===== src/rtl/dq_blok_siralayici.sv =====
// Expands run-length symbols into 64 zigzag-ordered coefficients per 8x8 block toward the dequantizer.
// Optional block counter output enabled by defining DQ_BLOK_SAYAC_EN.
module dq_blok_siralayici #(
    parameter int PIXEL_BIT = 12,
    parameter int BLOCK_BIT = 3,
    parameter int RUN_BIT   = 4
) (
    input  logic                 clk_i,
    input  logic                 rst_i,
    input  logic [RUN_BIT-1:0]   rl_run_i,
    input  logic [PIXEL_BIT-1:0] rl_deger_i,
    input  logic                 rl_eob_i,
    input  logic                 rl_gecerli_i,
    output logic                 rl_hazir_o,
    output logic [PIXEL_BIT-1:0] dq_veri_o,
    output logic [BLOCK_BIT-1:0] dq_row_o,
    output logic [BLOCK_BIT-1:0] dq_col_o,
    output logic                 dq_gecerli_o,
    input  logic                 dq_hazir_i,
    output logic                 blok_son_o,
    output logic                 hata_o
`ifdef DQ_BLOK_SAYAC_EN
    ,
    output logic [15:0]          blok_sayac_o
`endif
);

    localparam int IDX_BIT = 2 * BLOCK_BIT;

    typedef enum logic [1:0] {BOSTA, SIFIR, DEGER, DOLDUR} state_t;

    // Zigzag index -> natural position {row, col}
    localparam logic [IDX_BIT-1:0] ZZ [64] = '{
        6'd0,  6'd1,  6'd8,  6'd16, 6'd9,  6'd2,  6'd3,  6'd10,
        6'd17, 6'd24, 6'd32, 6'd25, 6'd18, 6'd11, 6'd4,  6'd5,
        6'd12, 6'd19, 6'd26, 6'd33, 6'd40, 6'd48, 6'd41, 6'd34,
        6'd27, 6'd20, 6'd13, 6'd6,  6'd7,  6'd14, 6'd21, 6'd28,
        6'd35, 6'd42, 6'd49, 6'd56, 6'd57, 6'd50, 6'd43, 6'd36,
        6'd29, 6'd22, 6'd15, 6'd23, 6'd30, 6'd37, 6'd44, 6'd51,
        6'd58, 6'd59, 6'd52, 6'd45, 6'd38, 6'd31, 6'd39, 6'd46,
        6'd53, 6'd60, 6'd61, 6'd54, 6'd47, 6'd55, 6'd62, 6'd63
    };

    state_t               state, mode, nxt;
    logic [RUN_BIT-1:0]   run_q, run_c, run_n;
    logic [PIXEL_BIT-1:0] val_q, val_c, coef;
    logic [IDX_BIT-1:0]   idx;
    logic                 take, adv, emit, last, ovf;

    assign take = rl_gecerli_i & rl_hazir_o;
    assign adv  = ~dq_gecerli_o | dq_hazir_i;
    assign last = &idx;

    // A freshly accepted symbol is acted on in its accept cycle so the first
    // coefficient appears one cycle later; otherwise the latched context runs.
    always_comb begin
        mode  = state;
        run_c = run_q;
        val_c = val_q;
        if (take) begin
            run_c = rl_run_i;
            val_c = rl_deger_i;
            if (rl_eob_i)
                mode = DOLDUR;
            else if (rl_run_i != '0)
                mode = SIFIR;
            else
                mode = DEGER;
        end
    end

    assign emit = adv && (mode != BOSTA);
    assign coef = (mode == DEGER) ? val_c : '0;

    always_comb begin
        nxt   = mode;
        run_n = run_c;
        ovf   = 1'b0;
        if (emit) begin
            case (mode)
                SIFIR: begin
                    // A zero landing on the final slot leaves no room for the value.
                    if (last) begin
                        nxt = BOSTA;
                        ovf = 1'b1;
                    end else begin
                        run_n = run_c - RUN_BIT'(1);
                        if (run_c == RUN_BIT'(1))
                            nxt = DEGER;
                    end
                end
                DEGER:   nxt = BOSTA;
                DOLDUR:  if (last) nxt = BOSTA;
                default: nxt = BOSTA;
            endcase
        end
    end

    always_ff @(posedge clk_i or posedge rst_i) begin
        if (rst_i) begin
            state        <= BOSTA;
            run_q        <= '0;
            val_q        <= '0;
            idx          <= '0;
            rl_hazir_o   <= 1'b0;
            dq_gecerli_o <= 1'b0;
            dq_veri_o    <= '0;
            dq_row_o     <= '0;
            dq_col_o     <= '0;
            blok_son_o   <= 1'b0;
            hata_o       <= 1'b0;
        end else begin
            state      <= nxt;
            run_q      <= run_n;
            val_q      <= val_c;
            rl_hazir_o <= (nxt == BOSTA);
            if (ovf)
                hata_o <= 1'b1;
            if (adv) begin
                dq_gecerli_o <= emit;
                if (emit) begin
                    dq_veri_o              <= coef;
                    {dq_row_o, dq_col_o}   <= ZZ[idx];
                    blok_son_o             <= last;
                    idx                    <= idx + IDX_BIT'(1);
                end else begin
                    blok_son_o <= 1'b0;
                end
            end
        end
    end

`ifdef DQ_BLOK_SAYAC_EN
    always_ff @(posedge clk_i or posedge rst_i) begin
        if (rst_i)
            blok_sayac_o <= '0;
        else if (dq_gecerli_o && dq_hazir_i && blok_son_o)
            blok_sayac_o <= blok_sayac_o + 16'd1;
    end
`endif

endmodule


===== config.mk =====
export PLATFORM = sky130hd
export DESIGN_NAME = dq_blok_siralayici
export DESIGN_NICKNAME = d
export VERILOG_FILES = /design/src/rtl/dq_blok_siralayici.sv
export SDC_FILE = /design/constraint.sdc
export NUM_CORES = 1
export LEC_CHECK = 0
export CAP_MARGIN = 25
export CORE_ASPECT_RATIO = 0.7
export CORE_MARGIN = 2
export CORE_UTILIZATION = 54
export CTS_BUF_LIST = sky130_fd_sc_hd__clkbuf_16
export DETAILED_ROUTE_END_ITERATION = 16
export PLACE_DENSITY = 0.9
export SKIP_CTS_REPAIR_TIMING = 1
export SYNTH_ARGS = -nofsm -noshare
export SYNTH_HDL_FRONTEND = slang
export SYNTH_SLANG_ARGS = --single-unit

===== constraint.sdc =====
create_clock -name clk_i -period 2.6 [get_ports clk_i]
set_input_delay 0.39 -clock clk_i [delete_from_list [all_inputs] [get_ports clk_i]]
set_output_delay 0.39 -clock clk_i [all_outputs]
set_load 0.005 [all_outputs]

==> impl_metrics.toml <==
[outcome]
status = "finished, final reports clean"

[cells_and_area]
antennaDiodeCount = 0
area_growth_pct = 22.44
register_area_um2 = 1151
drive_above_1_share = 0.1003
layout.cells.non_filler = 398
multi_input_area_um2 = 1448
final_common_cell = "nand2_1"
finalNetCount = 367
fill_cells = 350
most-common-layout-cells = "nand2_1 (58), dfrtp_1 (46), clkdlybuf4s50_1 (42)"

[clock_tree]
cts.sinks = 46
clk_pin_slew_ps = 70
cts.path.max_buffers = 2
root_buffer = "clkbuf_16"
cts_tree = "done"
h-tree-depth = 2
clock_latency_ps = 290
numCtsBuffers = 5

[sta]
hold_viol_final = 0
finClkSkew_ps = 6.790
rsz0062_at_grt = "false"
slew_headroom = 0.4470
fmax_mhz = 460.4
fin_tns_setup_ps = 0
drv_slew = 0
tightest_slew_ps = 829.5
min_period_ps = 2172
period_share = 0.8353
setup_viol = 0
setup_ws_ps = 428.1

[global_routing]
grt_pass1_wl_mm = 10.98
grt_max_degree = 47
grt_overflow = 0
antenna_found_initial = 0
first_global_vias = 2254
track_usage = 0.2497

[placement]
dp.cells = 390
dp_hpwl_mm = 4.688
dp_worst_setup_slack_ps = 217.9
gp_congestion = 0.8242
port_buffers = 42

[run]
drv_cap = 0

[worst_setup_path]
critPathSlowestCell = "or2_1"
reg2reg_slack_ps = 460
crit_chain = "clkdlybuf4s50_1 > and2_1 > nor3_2 > or2_1 > buf_4 > a32o_1"
start_kind = "primary input"
r2r-end = "dq_col_o[0]$_DFFE_PP0P_"
crit_family = "simple AND/OR/NAND/NOR gates"
worstPathRequired_ps = 2820
worstSetupStartpoint = "rl_gecerli_i"
path_class = "primary input to flop"
cp.depth = 6
crit_path_end = "dq_veri_o[5]$_DFFE_PP0P_"
critPathBufInv = 2
cp_slowest_stage_delay_ps = 580
crit_arrival_ps = 2390
cp_max_fo = 16
ff2ff_path_depth = 5
endpoint_kind = "flop"
r2r-start = "idx[4]$_DFFE_PP0P_"

[route]
totalWireLength_mm = 6.686
wl_per_cell_um = 16.80
final_antenna_net_count = 0
num_vias = 2385
routed_via_density = 5.992
drt_pre_antenna_iters = 5
drtIter0Drc = 206
drc = 0

[power]
p_per_area_nw_per_um2 = 1183
total_leakage_power_uw = 0.001532
finalPower_uw = 3999
ir_worst_vdd_v = 0.0008302

[die]
ios = 43
die_area_um2 = 5708
initial_utilization = 0.5678
die_y_um = 63.82
coreArea_um2 = 4861
die_w_um = 89.45
num_rows = 21

[logic_synthesis]
synth.distinct_cells = 52
async_reset_ff_frac = 1.000
syn-cell-area_um2 = 2760
synth-seq-cells = 46
avgSynthCellArea_um2 = 9.584
yosysWarnings = 0
synth.area.top_cells = "dfrtp_1 (42%), ha_1 (8.2%), nand2_1 (7.9%)"
ys_dominant_reg_cell = "dfrtp_1"
synth_nets = 327
synth_edf_count = 0
syn_inst = 288
synth_top_area_cell = "dfrtp_1"
seq_area_frac_synth = 0.4170
synth_top_area_share = 0.4170

[hold_path]
hold_path.startpoint = "hata_o$_DFFE_PP0P_"
hold_class = "flop to flop"
holdPathStages = 1
==> worst min-delay path by stage <==
| stage | to | slack [ps] |
|---|---|---|
| after global routing | hata_o$_DFFE_PP0P_ | 500 |
| final | hata_o$_DFFE_PP0P_ | 470 |
| after CTS | hata_o$_DFFE_PP0P_ | 470 |
| after floorplan | val_q[11]$_DFF_PP0_ | 440 |
| after detailed placement | hata_o$_DFFE_PP0P_ | 460 |
| after global placement | hata_o$_DFFE_PP0P_ | 440 |
==> per-layer routing <==
metal	routed length (um)	track usage
met5	0	0
met4	89	0.07836
met3	525	0.05039
met2	3127	0.3787
met1	2944	0.3602
==> registers in the layout (all words and copies together), names as in the netlist <==
signal / cells
blok_son_o: 1
dq_col_o: 3
dq_gecerli_o: 1
dq_row_o: 3
dq_veri_o: 12
hata_o: 1
idx: 6
rl_hazir_o: 1
run_q: 4
state: 2
val_q: 12
==> final cells by class <==
type	count	area share
well taps	69	0.02555
clock buffers	5	0.03702
repair buffers	53	0.1488
clock inverters	3	0.006294
multi-input cells	210	0.4284
inverters	12	0.01333
flip-flops and latches	46	0.3406
==> logic make-up after synthesis <==
| logic type | after synthesis | synth area share |
|---|---|---|
| XOR/XNOR | 8 | 0.02538 |
| multiplexers | 11 | 0.04488 |
| AND/OR/NAND/NOR | 101 | 0.1754 |
| adder cells (fa/ha/maj) | 18 | 0.08160 |
| flip-flops | 46 | 0.4170 |
| AO/OA/AOI/OAI | 72 | 0.1972 |
| buffers and inverters | 32 | 0.05848 |
==> synth_stat cells, types with 3 or more instances <==
cell type,instances
nor3_1,5
nand2_1,58
buf_2,9
xor2_1,4
inv_1,10
o31ai_1,3
a32o_1,12
nor2_1,11
dfrtp_1,46
ha_1,18
a21o_1,3
o21ai_0,14
o211ai_1,3
a21oi_1,14
clkbuf_1,5
mux2i_1,9
nor2b_1,5
nand2b_1,5
buf_4,4
xnor2_1,4
==> stage by stage <==
step | hold slack, ps | utilization | instance area [um^2]
floorplan | 441.1 | - | 2760
global placement | 444.3 | 0.6651 | 3233
detailed placement | 458.7 | 0.6651 | 3233
CTS | 474.7 | 0.6952 | 3379
global route | 500.7 | 0.6952 | 3379
finish | 469.9 | 0.6952 | 3379
==> report_power, final <==
part	leakage [uW]	internal, uW	switching (uW)
combinational	0.000878	934	1210
clock	0.0000698	356	276
sequential	0.000584	984	234
total	0.00153	2270	1720
Power figures use the tool's default switching activity.
==> RTL edit: new RTL, same flow settings <==
Build with the macro `DQ_BLOK_SAYAC_EN` defined.
--- a/src/rtl/dq_blok_siralayici.sv
+++ b/src/rtl/dq_blok_siralayici.sv
@@ -1,5 +1,7 @@
 // Expands run-length symbols into 64 zigzag-ordered coefficients per 8x8 block toward the dequantizer.
 // Optional block counter output enabled by defining DQ_BLOK_SAYAC_EN.
+`define DQ_BLOK_SAYAC_EN
+
 module dq_blok_siralayici #(
     parameter int PIXEL_BIT = 12,
     parameter int BLOCK_BIT = 3,
Function (old outputs only; new: blok_sayac_o): kept (equiv_simple and equiv_induct, registers matched by name and starting in step).
==> RTL edit against the original RTL <==
Critical endpoint is now dq_col_o[0]. Utilization grew 1.9 points. Worst setup slack gained 0.084 ns. Area after synthesis grew 26%. Hold slack lost 0.033 ns. Total power grew 29%. Final area grew 32%. Routed wire length grew 32%. Sequential cell count grew 16.
==> RTL edit: results (changes against the original RTL) <==
Outcome
  – Status: finished clean

Yosys
  – Sequential area share after synthesis: 0.4449 (+0.02788)
  – Top cells by area, synth: dfrtp_1 44%, nand2_1 6.9%, ha_1 6.8%
  – Mapped Nets: 382 (+17%)
  – Synth top cells by count: 64 x nand2_1, 62 x dfrtp_1, 19 x ha_1, 14 x xnor2_1
  – Post-synth top area share: 0.4449 (+0.02788)
  – Ys async rst share: 1.000 (unchanged)
  – Count of cell types in the netlist: 60 (+15%)

Setup path
  – Max FO, Critical Path: 8 (-8)
  – Arrival @ worst endpoint: 2.30 ns (-0.09 ns)
  – Worst setup EP type: register
  – Crit path from: idx[1]
  – Reg2reg setup slack: 0.51 ns (+0.05 ns)
  – Worst R2R Path Depth: 6 (+1)
  – Worst R2R End: dq_col_o[0]

Final layout
  – Ratio of cells with drive above 1 in the final layout: 0.1054 (+0.005088)
  – Biggest regs: blok_sayac_o x16, dq_veri_o x12, val_q x12
  – # diodes: 0 (unchanged)
  – Layout fillers: 449 (+28%)
  – Final net count: 443 (+21%)

Clocking
  – Worst skew pair latency: 0.33 ns (+0.04 ns)
  – Root Driver: clkbuf_16
  – Clock Pin Slew Worst Setup and Hold Paths: 0.06 ns
  – H-tree levels: 3 (+1)
  – Num CTS Buffers: 9 (+4)
  – Clk buf depth: 2 (unchanged)

Detailed routing
  – Routed WL: 8832 µm (+32%)
  – Iteration-0 DRC count of the detailed router: 182 (-12%)
  – DR WL met3: 594 µm (+13%)
  – DR WL met2: 4209 µm (+35%)
  – Initial DRT Pass Iterations: 5 (unchanged)
  – Routed length on met1: 3872 µm (+32%)
  – Vias/cell: 5.856 (-2.3%)

Global route
  – Total Routing Usage GR: 0.2579 (+0.008137)
  – Vias in the first global route: 2779 (+23%)
  – Maximum number of pins on one net before global-route repair: 63 (+34%)
  – Initial antenna violation count: 0 (unchanged)
  – First-pass GRT wire length: 14030 µm (+28%)
  – Congestion Overflow GR: 0 (unchanged)

Placement
  – PortBufs: 58 (+38%)
  – Post-DP HPWL: 5941 µm (+27%)
  – Routability Congestion: 0.8221 (-0.25%)

STA
  – Post-route clock skew: 0.004930 ns (-0.001860 ns)
  – Setup TNS Final: 0 ns (unchanged)
  – Slew margin rel.: 0.5724 (+0.1254)

Pwr
  – Leak Pwr: 2.039 nW (+33%)
  – VDD IR max: 0.6457 mV (-22%)

Worst hold path
  – Hold crit path type: in -> async
## RTL edit: cell count changes after synthesis, sizes merged, moves of 6 or more
cell | unedited run | this run
a32o | 12 | 0
a211oi | 1 | 7
dfrtp | 46 | 62
a21oi | 14 | 3
xnor2 | 4 | 14
a22o | 1 | 13
nand3 | 2 | 9
nand2 | 58 | 64
## RTL edit: worst min-delay path by stage
stage	endpoint	slack [ns]
floorplan	val_q[0]	0.44
global placement	val_q[5]	0.46
detailed placement	val_q[9]	0.46
CTS	val_q[7]	0.46
global route	val_q[8]	0.47
finish	val_q[7]	0.44
## RTL edit: per-stage QoR
step / instances / util / setup WS (ns) / area [µm²] / total power, mW
after global placement: 470 / 0.6625 / 0.4009 / 4138 / 3.668
after detailed placement: 470 / 0.6625 / 0.2777 / 4138 / 3.805
after CTS: 486 / 0.7139 / 0.5306 / 4459 / 5.148
after global routing: 486 / 0.7139 / 0.4398 / 4459 / 5.460
after floorplan: 342 / - / 0.5185 / 3487 / 3.089
final: 486 / 0.7139 / 0.5125 / 4459 / 5.162
## RTL edit: per-layer routing
layer	track usage	vias to the layer above
met4	0.07458	0
met5	0	-
met1	0.3465	1355
met2	0.4144	150
li1	-	1314
met3	0.07415	27
## RTL edit: kinds of logic after synthesis
family / after synthesis / synth area share
buf+inv: 33 / 0.05023
mux: 18 / 0.06817
xor+xnor: 22 / 0.05526
flops: 62 / 0.4449
compound gates: 58 / 0.1302
fa+ha+maj: 19 / 0.06817
simple gates: 130 / 0.1830
## RTL edit: area by class of cell
class | count | share of cell area
Timing Repair Buffer | 69 | 0.1515
Inverter | 14 | 0.01178
Clock inverter | 7 | 0.02160
Sequential cell | 62 | 0.3479
Tap cell | 78 | 0.02189
Multi-Input combinational cell | 247 | 0.3948
Clock buffer | 9 | 0.05051
## RTL edit: report_power, final
group	switching, mW	internal, mW
clock	0.449	0.842
sequential	0.269	1.28
combinational	1.22	1.11
## RTL edit: worst max-delay path, stage by stage (launching register included)
cell and delay (ns):
dfrtp_1 0.37, inv_1 0.20, ha_1 0.39, mux2_1 0.36
mux4_2 0.46, nor2_1 0.11, o21ai_1 0.08
